==> src/rtl/tl_d_responder.sv <==
// tl_d_responder: TileLink-UL/UH slave stub returning in-order D responses after a programmable latency.
// Optional address deny window is compiled in when TL_RESPONDER_DENY_WINDOW_EN is defined.
module tl_d_responder #(
  parameter int SOURCE_W = 4,
  parameter int ADDR_W   = 32,
  parameter int DATA_W   = 64,
  parameter int DEPTH    = 4,
  parameter int LATENCY  = 2,
  parameter int MAX_SIZE = 6
`ifdef TL_RESPONDER_DENY_WINDOW_EN
  ,
  parameter logic [ADDR_W-1:0] WIN_BASE = '0,
  parameter logic [ADDR_W-1:0] WIN_MASK = ADDR_W'(32'h0000_FFFF)
`endif
) (
  input  logic                clock,
  input  logic                reset,
  input  logic                a_valid,
  output logic                a_ready,
  input  logic [2:0]          a_opcode,
  input  logic [2:0]          a_size,
  input  logic [SOURCE_W-1:0] a_source,
  input  logic [ADDR_W-1:0]   a_address,
  input  logic [DATA_W-1:0]   a_data,
  output logic                d_valid,
  input  logic                d_ready,
  output logic [2:0]          d_opcode,
  output logic [2:0]          d_size,
  output logic [SOURCE_W-1:0] d_source,
  output logic                d_denied,
  output logic [DATA_W-1:0]   d_data,
  output logic                d_corrupt
);
  localparam int BEAT_LG = $clog2(DATA_W / 8);
  localparam int PTR_W   = $clog2(DEPTH);
  localparam logic [2:0]       BEAT_LG3  = 3'(BEAT_LG);
  localparam logic [2:0]       MAX_SIZE3 = 3'(MAX_SIZE);
  localparam logic [3:0]       LAT4      = 4'(LATENCY);
  localparam logic [PTR_W-1:0] PTR_ONE   = PTR_W'(1);
  localparam logic [PTR_W:0]   CNT_ONE   = (PTR_W+1)'(1);
  localparam logic [PTR_W:0]   DEPTH_C   = (PTR_W+1)'(DEPTH);

  typedef struct packed {
    logic [2:0]          opcode;
    logic [2:0]          size;
    logic [SOURCE_W-1:0] source;
    logic                denied;
    logic [ADDR_W-1:0]   base;
  } entry_t;

  function automatic logic [7:0] beats_of(input logic [2:0] size);
    logic [7:0] n;
    n = 8'd1;
    if (size > BEAT_LG3) n = 8'd1 << (size - BEAT_LG3);
    return n;
  endfunction

  function automatic logic [2:0] rsp_opcode(input logic [2:0] op);
    logic [2:0] r;
    case (op)
      3'd4:    r = 3'd1;
      3'd5:    r = 3'd2;
      default: r = 3'd0;
    endcase
    return r;
  endfunction

  function automatic logic deny_opcode(input logic [2:0] op);
    return !(op inside {3'd0, 3'd1, 3'd4, 3'd5});
  endfunction

  function automatic logic [DATA_W-1:0] beat_data(input logic [ADDR_W-1:0] base,
                                                  input logic [7:0] k);
    logic [ADDR_W-1:0] addr;
    addr = base + (ADDR_W'(k) << BEAT_LG);
    return DATA_W'(addr);
  endfunction

  logic [7:0]          a_beat;
  logic [2:0]          hdr_opcode, hdr_size;
  logic [SOURCE_W-1:0] hdr_source;
  logic [ADDR_W-1:0]   hdr_address;
  logic                a_fire, a_first, a_last, push;
  logic [2:0]          sel_opcode, sel_size;
  logic [SOURCE_W-1:0] sel_source;
  logic [ADDR_W-1:0]   sel_address;
  logic [7:0]          a_total;
  logic                win_deny;
  entry_t              push_entry;

  entry_t              mem [DEPTH];
  logic [3:0]          countdown [DEPTH];
  logic [PTR_W-1:0]    wr_ptr, rd_ptr;
  logic [PTR_W:0]      count;
  logic [7:0]          d_beat, d_total;
  logic                d_fire, pop;
  entry_t              head;
  logic                unused_a_data;

  assign unused_a_data = ^a_data;

  // A side: header comes from the bus on the first beat, from the capture regs afterwards
  assign a_ready     = !reset && (count < DEPTH_C);
  assign a_fire      = a_valid && a_ready;
  assign a_first     = (a_beat == 8'd0);
  assign sel_opcode  = a_first ? a_opcode  : hdr_opcode;
  assign sel_size    = a_first ? a_size    : hdr_size;
  assign sel_source  = a_first ? a_source  : hdr_source;
  assign sel_address = a_first ? a_address : hdr_address;
  assign a_total     = (sel_opcode == 3'd0 || sel_opcode == 3'd1) ? beats_of(sel_size) : 8'd1;
  assign a_last      = (a_beat == a_total - 8'd1);
  assign push        = a_fire && a_last;

`ifdef TL_RESPONDER_DENY_WINDOW_EN
  assign win_deny = ((sel_address & ~WIN_MASK) != WIN_BASE);
`else
  assign win_deny = 1'b0;
`endif

  always_comb begin
    push_entry        = '0;
    push_entry.opcode = rsp_opcode(sel_opcode);
    push_entry.size   = sel_size;
    push_entry.source = sel_source;
    push_entry.denied = deny_opcode(sel_opcode) | (sel_size > MAX_SIZE3) | win_deny;
    push_entry.base   = sel_address & ~((ADDR_W'(1) << sel_size) - ADDR_W'(1));
  end

  // D side: head entry is visible only once its countdown has expired
  assign head      = mem[rd_ptr];
  assign d_total   = (head.opcode == 3'd1) ? beats_of(head.size) : 8'd1;
  assign d_valid   = !reset && (count != '0) && (countdown[rd_ptr] == 4'd0);
  assign d_fire    = d_valid && d_ready;
  assign pop       = d_fire && (d_beat == d_total - 8'd1);
  assign d_opcode  = d_valid ? head.opcode : 3'd0;
  assign d_size    = d_valid ? head.size   : 3'd0;
  assign d_source  = d_valid ? head.source : '0;
  assign d_denied  = d_valid ? head.denied : 1'b0;
  assign d_data    = (d_valid && head.opcode == 3'd1 && !head.denied) ?
                     beat_data(head.base, d_beat) : '0;
  assign d_corrupt = 1'b0;

  always_ff @(posedge clock) begin
    if (reset) begin
      a_beat <= '0;
      d_beat <= '0;
      wr_ptr <= '0;
      rd_ptr <= '0;
      count  <= '0;
      for (int i = 0; i < DEPTH; i++) countdown[i] <= '0;
    end else begin
      if (a_fire) a_beat <= a_last ? 8'd0 : a_beat + 8'd1;
      if (d_fire) d_beat <= pop ? 8'd0 : d_beat + 8'd1;
      if (push) wr_ptr <= wr_ptr + PTR_ONE;
      if (pop)  rd_ptr <= rd_ptr + PTR_ONE;
      if (push && !pop)      count <= count + CNT_ONE;
      else if (pop && !push) count <= count - CNT_ONE;
      for (int i = 0; i < DEPTH; i++) begin
        if (push && wr_ptr == PTR_W'(i))  countdown[i] <= LAT4;
        else if (countdown[i] != 4'd0)    countdown[i] <= countdown[i] - 4'd1;
      end
    end
  end

  // Payload storage carries no reset; it is only observed through a valid head
  always_ff @(posedge clock) begin
    if (a_fire && a_first) begin
      hdr_opcode  <= a_opcode;
      hdr_size    <= a_size;
      hdr_source  <= a_source;
      hdr_address <= a_address;
    end
    if (push) mem[wr_ptr] <= push_entry;
  end

endmodule

==> config.mk <==
export PLATFORM = sky130hd
export DESIGN_NAME = tl_d_responder
export DESIGN_NICKNAME = d
export VERILOG_FILES = /design/src/rtl/tl_d_responder.sv
export SDC_FILE = /design/constraint.sdc
export NUM_CORES = 1
export LEC_CHECK = 0
export CORE_MARGIN = 5
export CORE_UTILIZATION = 54
export DETAILED_ROUTE_END_ITERATION = 8
export PLACE_DENSITY_LB_ADDON = 0.1
export SETUP_SLACK_MARGIN = 0.5
export SLEW_MARGIN = 25
export SYNTH_ARGS = -nofsm -noshare
export SYNTH_HDL_FRONTEND = slang
export SYNTH_SLANG_ARGS = --single-unit
==> constraint.sdc <==
create_clock -name clock -period 7.3 [get_ports clock]
set_input_delay 1.46 -clock clock [delete_from_list [all_inputs] [get_ports clock]]
set_output_delay 1.46 -clock clock [all_outputs]
set_load 0.02 [all_outputs]
; ---- After elaboration in Yosys (flattened, before gate mapping)
; Memory sizes are Yosys's and may differ from the RTL's. A register that Yosys moved wholly into a read port is not among the register bits.
; Cells that the tools add are included.
[op_classes]
addsub = 16
n_lt_le_gt_ge = 4
n_eq_ne = 9
shifts = 3
mux = 62
n_bitwise = 11
reduce_logical = 33
[op_table]
columns = op, count
row1 = $mux W32, 2
row2 = $mux W8, 6
row3 = $mux W4, 10
row4 = $mux W1, 33
row5 = $add A32 B11 Y32, 1
row6 = $and A32 B32 Y32, 1
row7 = $not A32 Y32, 1
row8 = $shl A1 B3 Y32 const A, 1
row9 = $sub A32 B1 Y32 const B, 1
row10 = $reduce_bool A4 Y1, 5
row11 = $mux W3, 6
row12 = $add A8 B1 Y8 const B, 2
row13 = $eq A8 B8 Y1, 2
row14 = $logic_and A1 B1 Y1, 16
row15 = $shl A1 B3 Y8 const A, 2
row16 = $sub A4 B1 Y4 const B, 4
row17 = $sub A8 B1 Y8 const B, 2
row18 = $or A1 B1 Y1, 9
row19 = $logic_not A8 Y1, 1
row20 = $mux W2, 4
row21 = $eq A3 B1 Y1 const B, 2
row22 = $eq A3 B3 Y1 const B, 2
row23 = $gt A3 B2 Y1 const B, 2
row24 = $sub A3 B2 Y3 const B, 2
row25 = other kinds (15), 21
[totals]
register_bits = 65
ramBits = 184
out_inout_bits = 78
n_memories = 2
[memory_table]
columns = name, depth, word_bits, read_ports, rd_ports_with_merged_regs, wr, line_no
row1 = mem, 4, 42, 1, 1, 1, 91  ; entry_t mem [DEPTH];
row2 = countdown, 4, 4, 5, 1, 4, 92  ; logic [3:0] countdown [DEPTH];

; ---- Logic depth before layout (Yosys ltp)
; Gate-level depths: netlist of run 1.
[logic_depth]
depth_word = 15
mapped_depth = 23
depth_no_buf = 20

; ---- Least setup slack after synthesis of run 1
; Ideal clock, no wire load.
[synth_timing]
path_kind = input port to flip-flop
startpoint = in a_size[1]
endpoint = mem mem[0][0] in the netlist's numbering (enable)
setup_ns = 0.403
t_arrival_ns = 5.493
required_time_ns = 6.897
slack_ns = 1.404
stages = 16
cell_sequence = clkbuf_1 nand2_1 nor3_1 a31oi_2 inv_1 ha_1 clkbuf_1 or3b_2 nor4_1 a211oi_1 or4_1 a21oi_1 o21ai_2 a211oi_4 buf_6 and2_1
[synth_via]
elab_chain_len = 10
[synth_lines]
columns = element, line_no
row1 = from (decl), 21  ; input logic [2:0] a_size,
row2 = $mux W3 (*), 107  ; assign sel_size = a_first ? a_size : hdr_size;
row3 = $sub A3 B2 Y3, 54  ; if (size > BEAT_LG3) n = 8'd1 << (size - BEAT_LG3);
row4 = $shl A1 B3 Y8, 54
row5 = $mux W8 (*), 54
row6 = $mux W8 (*), 110  ; assign a_total = (sel_opcode == 3'd0 || sel_opcode == 3'd1) ? beats_of(sel_size) : 8'd1;
row7 = $sub A8 B1 Y8 (*), 111  ; assign a_last = (a_beat == a_total - 8'd1);
row8 = $eq A8 B8 Y1 (*), 111
row9 = $logic_and A1 B1 Y1 (*), 112  ; assign push = a_fire && a_last;
row10 = named net push, 83  ; logic a_fire, a_first, a_last, push;
row11 = $mux W1 (*), 173  ; if (push) mem[wr_ptr] <= push_entry;
row12 = $mux W1 (implied by the code) (*), 173
row13 = to (decl), 91
; The timed path passes the listed nets; every way through them passes the cells marked *.

; ---- Worst setup path after layout of run 1
[layout_timing]
startpoint = reg a_beat[0]
endpoint = mem mem[3][36] in the netlist's numbering (enable)
[layout_via]
elab_chain_len = 11
[layout_lines]
columns = element, line_no
row1 = from (decl), 79  ; logic [7:0] a_beat;
row2 = from (signal assigned), 152  ; if (a_fire) a_beat <= a_last ? 8'd0 : a_beat + 8'd1;
row3 = $logic_not A8 Y1, 105  ; assign a_first = (a_beat == 8'd0);
row4 = $mux W3, 107
row5 = $sub A3 B2 Y3, 54
row6 = $shl A1 B3 Y8, 54
row7 = $mux W8, 54
row8 = $mux W8, 110
row9 = $sub A8 B1 Y8, 111
row10 = $eq A8 B8 Y1 (*), 111
row11 = $logic_and A1 B1 Y1 (*), 112
row12 = $mux W1 (*), 173
row13 = $mux W1 (implied by the code) (*), 173
; Every way passes the cells marked *; elsewhere a longest branch is shown, timed or not.

==> results of run 1 <==
==> metrics by stage <==
step | worst slack [ns] | power (mW)
2_1_floorplan | 1.40 | 2.28
3_3_place_gp | 0.865 | 2.46
3_5_place_dp | 0.767 | 2.47
4_1_cts | 1.19 | 3.92
5_1_grt | 0.769 | 4.07
6_report | 1.20 | 3.89
==> logic make-up after synthesis <==
group | count (synthesis) | share of synthesized area [%]
AND/OR/NAND/NOR | 344 | 14.0
adder cells (fa/ha/maj) | 29 | 3.09
buffers and inverters | 104 | 4.65
flip-flops | 251 | 59.6
multiplexers | 52 | 8.69
XOR/XNOR | 52 | 3.73
AO/OA/AOI/OAI | 115 | 6.18
other | 1 | 0.0307
==> power by group <==
part           switching [mW]  internal (mW)
Sequential             0.0554           1.73
Combinational           0.408          0.254
Clock                   0.542          0.901
==> worst paths after layout <==
| path | start | end | slack, ns | depth (start not counted) |
|---|---|---|---|---|
| setup / recovery | a_beat[0] | mem[3][36] | 1.20 | 17 |
| setup reg to reg | a_beat[0] | mem[3][36] | 1.20 | 17 |
| hold reg to reg | wr_ptr[1] | wr_ptr[1] | 0.52 | 2 |
| hold / removal | wr_ptr[1] | wr_ptr[1] | 0.52 | 2 |
==> flip-flops by register name, indices dropped and copies added, names as in the netlist, named ones only <==
signal,count
hdr_size,3
d_beat,8
mem,168
hdr_opcode,3
count,3
hdr_address,32
rd_ptr,2
countdown,16
a_beat,8
hdr_source,4
wr_ptr,2
==> synthesized netlist by cell type, drive strengths merged (3+ instances only) <==
library cell	number
and4	5
a21oi	44
dfxtp	25
mux2	3
o21bai	3
and2	12
clkbuf	26
nand2b	9
inv	27
buf	50
nor2	71
a211o	6
mux4	43
or3	15
o22ai	3
a21o	9
nand3b	7
edfxtp	226
a211oi	11
nand3	23
a2111oi	4
and3	18
nor4b	4
xnor2	21
o21ai	21
a21boi	3
nor4	7
ha	27
nand4	12
or3b	4
nand2	115
mux2i	6
nor2b	8
xor2	31
nor3	25
a221oi	3
==> worst max-delay path, stage by stage (launching register included) <==
cell and delay [ns]:
dfxtp_1 0.38, inv_1 0.10, ha_1 0.17, nor4b_2 0.59, nand2_2 0.49, a31oi_2 0.49, inv_1 0.15, ha_1 0.44
or3b_2 0.49, nor4_1 0.19, a211oi_1 0.11, or4_1 0.42, a21oi_1 0.18, o21ai_2 0.14, a211oi_4 0.34, buf_4 0.36
and2_2 0.48, buf_4 0.27
==> final cells by class <==
class / instances / area [um2]
clock buffer: 27 / 654
clock inverter: 21 / 299
fill: 1721 / 8110
inverter: 28 / 105
multi-input combinational: 626 / 4510
sequential: 251 / 7290
tap: 285 / 357
timing repair buffer: 110 / 1110
==> cell usage in the layout, fill, tap and decap left out, types with 26 or more instances in the layout <==
master	instances
clkbuf_16	26
inv_1	27
ha_1	27
edfxtp_1	226
xor2_1	31
conb_1	34
mux4_2	43
nand2_1	114
nor2_1	69
clkdlybuf4s50_1	89
a21oi_1	43
==> per-layer routing <==
metal,share of wire (%),GRT usage [%],routed length (um),vias to the layer above
met5,0,0,0,-
met4,1.7,4.30,438,0
met3,5.2,2.80,1330,34
met2,49,33.5,12500,188
met1,44,27.7,11400,3681
li1,-,-,-,3661
==> results.py, run 1 <==
metrics = {
    "placed_design": {
        "placed_cell_area_mm2": 0.0134,
        "place_congestion": 0.815,
        "hpwl_um": 17300,
        "numPlacedInstances": 1300,
        "port_buffers": 89,
    },
    "power": {
        "irDropWorstVdd_mv": 0.208,
        "p_per_area_mw_per_mm2": 271,
        "leakagePower_nw": 5.00,
    },
    "detailed_routing": {
        "drt_wl_total_um": 25700,
        "via_count": 7564,
        "wire_per_inst_um": 19.1,
        "drtAntennaViolNets": 0,
        "drc": 0,
        "drt_first_pass_iters": 4,
        "routed_via_density": 5.61,
        "drt_iter0_drc": 523,
    },
    "min_path": {
        "worstHoldPathType": "flop to flop",
    },
    "worst_setup_path": {
        "path_max_fanout": 29,
        "critPathRequiredTime_ns": 7.54,
        "start_kind": "flop",
        "critPathKind": "flop to flop",
        "cp.arrival_ns": 6.34,
        "cp-end-kind": "flop",
    },
    "floorplan": {
        "rows": 55,
        "die_h_um": 160,
        "core_mm2": 0.0224,
        "dieArea_mm2": 0.0257,
        "fp.dieW_um": 160,
        "boundaryPins": 188,
        "initial_core_util_pct": 54.5,
    },
    "synthesis": {
        "synth_area_mm2": 0.0122,
        "postSynthAreaPerCell_um2": 12.9,
        "ys_seq_area_share_pct": 59.6,
        "synth_edf_count": 226,
        "synth_flop_cell": "edfxtp_1",
        "synthTopCellsByArea": "edfxtp_1 56%, mux4_2 7.9%, dfxtp_1 4.1%",
        "async_reset_ff_share_pct": 0,
        "synthCells": 948,
        "yosysTopAreaCell": "edfxtp_1",
        "synth.top_cell.area_share_pct": 55.5,
        "synth_seq_cells": 251,
        "yosysWarnings": 0,
        "ys_types": 65,
    },
    "timing": {
        "period_share_pct": 83.6,
        "min_period_ns": 6.10,
        "rsz0062_at_grt": "no",
        "setup-violations-final": 0,
        "hold_violations": 0,
        "fin_setup_tns_ns": 0,
        "maxSlewHeadroom_pct": 37.6,
        "clock_skew_ns": 0.0188,
        "fmax_mhz": 164,
        "holdWs_ns": 0.524,
        "drv_slew": 0,
        "tightest_slew_ns": 0.924,
    },
    "cells_and_area": {
        "syn_to_final_growth_pct": 17.2,
        "post-route-util_pct": 63.9,
        "diodes": 0,
        "nNetsFinal": 1182,
        "design_area_mm2": 0.0143,
        "stdcell_count": 1348,
        "drive_gt1_share_pct": 12.5,
    },
    "grt": {
        "grt_pass1_vias": 7600,
        "gr-total-overflow": 0,
        "grt_max_degree": 49,
        "grtUsageTotal_pct": 19.8,
        "antenna_found_initial": 0,
        "grt_pass1_wl_um": 41000,
    },
    "cts": {
        "ctsResizeCount": 0,
        "clkLatencyLatePin_ns": 0.53,
        "clk_pin_slew_ns": 0.06,
        "cts_setup_buffers": 0,
        "htreeDepth": 1,
        "cts_tree": "built",
        "clockBufferDepth": 3,
        "cts-root-buf": "clkbuf_16",
        "cts.sinks": 251,
        "cts_hold_buffers": 0,
        "cts_buffers": 26,
    },
    "flow_run": {
        "cap_violations": 0,
    },
    "status": {
        "status": "finished, final reports clean",
    },
}
Power figures use the tool's default switching activity.
==> run 2, diff against run 1 <==
CORE_UTILIZATION = 49   (was 54)
clock period = 5.5 ns   (was 7.3 ns; I/O delays follow)
==> run 2 against run 1 <==
Against the previous run:
- global-route usage decreased by 1.6 points
- non-clock buffer count increased by 29
- die area increased by 9.5%
- routed wire length increased by 3.2%
- first-iteration DRC count decreased by 9.2%
- total power increased by 31%
- worst hold slack about the same
- highest routed layer unchanged
==> results.py, run 2 (same netlist as run 1, synthesis figures left out) <==
metrics = {
    "flow_run": {
        "cap_violations": 0,
    },
    "worst_setup_path": {
        "critPathRequiredTime_ns": 5.97,
        "start_kind": "flop",
        "path_max_fanout": 8,
        "critPathKind": "flop to flop",
        "cpPeakStageDelay_ns": 0.55,
        "cp.arrival_ns": 5.30,
        "cp_common_cell": "inv_1",
        "crit_path_cell_trace": "inv_1 -> ha_1 -> or4b_4 -> nor3_4 -> a31oi_2 -> inv_1 -> ha_2 -> or3b_4 -> nor4_2 -> a211oi_1 -> or4_1 -> a21oi_2 -> o21ai_2 -> a211oi_4 -> ha_4 -> inv_2 -> fa_2 -> xor2_1 -> or3_1 -> a21oi_1",
        "cp-end-kind": "flop",
        "cp_slowest_cell": "or4b_4",
    },
    "detailed_routing": {
        "drtAntennaViolNets": 0,
        "wire_per_inst_um": 18.7,
        "drt_first_pass_iters": 5,
        "drc": 0,
        "drt_iter0_drc": 475,
        "drt_wl_total_um": 26500,
        "via_count": 7759,
        "routed_via_density": 5.47,
    },
    "cells_and_area": {
        "diodes": 0,
        "drive_gt1_share_pct": 16.1,
        "final_cell_mix": "226 x edfxtp_1, 112 x nand2_1, 72 x clkdlybuf4s50_1",
        "design_area_mm2": 0.0147,
        "nNetsFinal": 1212,
        "largest_reg_flops": 168,
        "top_register": "mem",
        "top_regs": "mem x168, hdr_address x32, countdown x16",
        "layout_commonest_cell": "edfxtp_1",
        "syn_to_final_growth_pct": 20.7,
        "stdcell_count": 1418,
        "post-route-util_pct": 60.3,
    },
    "floorplan": {
        "core_mm2": 0.0245,
        "die_h_um": 168,
        "boundaryPins": 188,
        "rows": 57,
        "dieArea_mm2": 0.0282,
        "fp.dieW_um": 168,
        "initial_core_util_pct": 49.9,
    },
    "cts": {
        "clk_pin_slew_ns": 0.06,
        "cts_tree": "built",
        "cts.sinks": 251,
        "cts_buffers": 27,
        "clockBufferDepth": 3,
        "clkLatencyLatePin_ns": 0.54,
        "cts-root-buf": "clkbuf_16",
        "htreeDepth": 1,
    },
    "power": {
        "leakagePower_nw": 5.36,
        "irDropWorstVdd_mv": 0.271,
        "p_per_area_mw_per_mm2": 344,
        "power_mw": 5.08,
    },
    "timing": {
        "maxSlewHeadroom_pct": 33.1,
        "min_period_ns": 4.84,
        "fin_ws_ns": 0.664,
        "clock_skew_ns": 0.00977,
        "fmax_mhz": 207,
        "rsz0062_at_grt": "yes",
        "tightest_slew_ns": 1.00,
        "holdWs_ns": 0.524,
        "drv_slew": 0,
        "setup-violations-final": 0,
        "period_share_pct": 87.9,
        "hold_violations": 0,
        "fin_setup_tns_ns": 0,
    },
    "placed_design": {
        "hpwl_um": 18000,
        "port_buffers": 89,
        "numPlacedInstances": 1353,
        "post-place-ws_ns": 0.0961,
        "place_congestion": 0.817,
        "placed_cell_area_mm2": 0.0136,
    },
    "grt": {
        "grt_max_degree": 49,
        "grtUsageTotal_pct": 18.2,
        "grt_pass1_vias": 7547,
        "gr-total-overflow": 0,
        "grt_pass1_wl_um": 41300,
        "antenna_found_initial": 0,
    },
    "min_path": {
        "worstHoldPathType": "flop to flop",
    },
    "status": {
        "status": "finished, final reports clean",
    },
}
-- run 2: area by class of cell --
| cell class | instances | area, um2 |
|---|---|---|
| Timing Repair Buffer | 139 | 1460 |
| Sequential cell | 251 | 7300 |
| Multi-Input combinational cell | 626 | 4600 |
| Clock inverter | 19 | 183 |
| Clock buffer | 31 | 691 |
| Inverter | 28 | 105 |
| Tap cell | 324 | 405 |
| Fill cell | 2003 | 9720 |
-- run 2: repair_timing --
item / in CTS / in global routing
resized for setup: 15 / 24
pin swaps: 0 / 3
buffers inserted: 6 / 6
hold buffers: 0 / 0
cloned: 0 / 3
endpoints found under the setup margin: 50 / 181
-- run 2: power breakdown --
part           internal, mW  switching (mW)  total, mW
combinational         0.378           0.560      0.938
sequential             2.29          0.0703       2.36
clock                  1.05           0.731       1.78
-- run 2: per-layer routing --
metal,track usage [%],share of wire [%]
met5,0,0
met4,3.78,1.7
met3,2.27,4.6
met2,30.1,48
met1,26.3,46
-- run 2: worst paths after layout --
kind                                 from   endpoint  slack (ns)  cells past startpoint
worst max-delay path            a_beat[0]   count[2]        0.66                     20
worst min-delay path            wr_ptr[1]  wr_ptr[1]        0.52                      2
worst max register to register  a_beat[0]   count[2]        0.66                     20
worst min register to register  wr_ptr[1]  wr_ptr[1]        0.52                      2
-- run 2: critical path: cells and delay by family, from the launching register on --
family / cells / cell delay, ns
fa+ha+maj: 4 / 1.04
flops: 1 / 0.36
compound gates: 6 / 0.85
simple gates: 6 / 2.13
xor+xnor: 1 / 0.15
buf+inv: 3 / 0.23
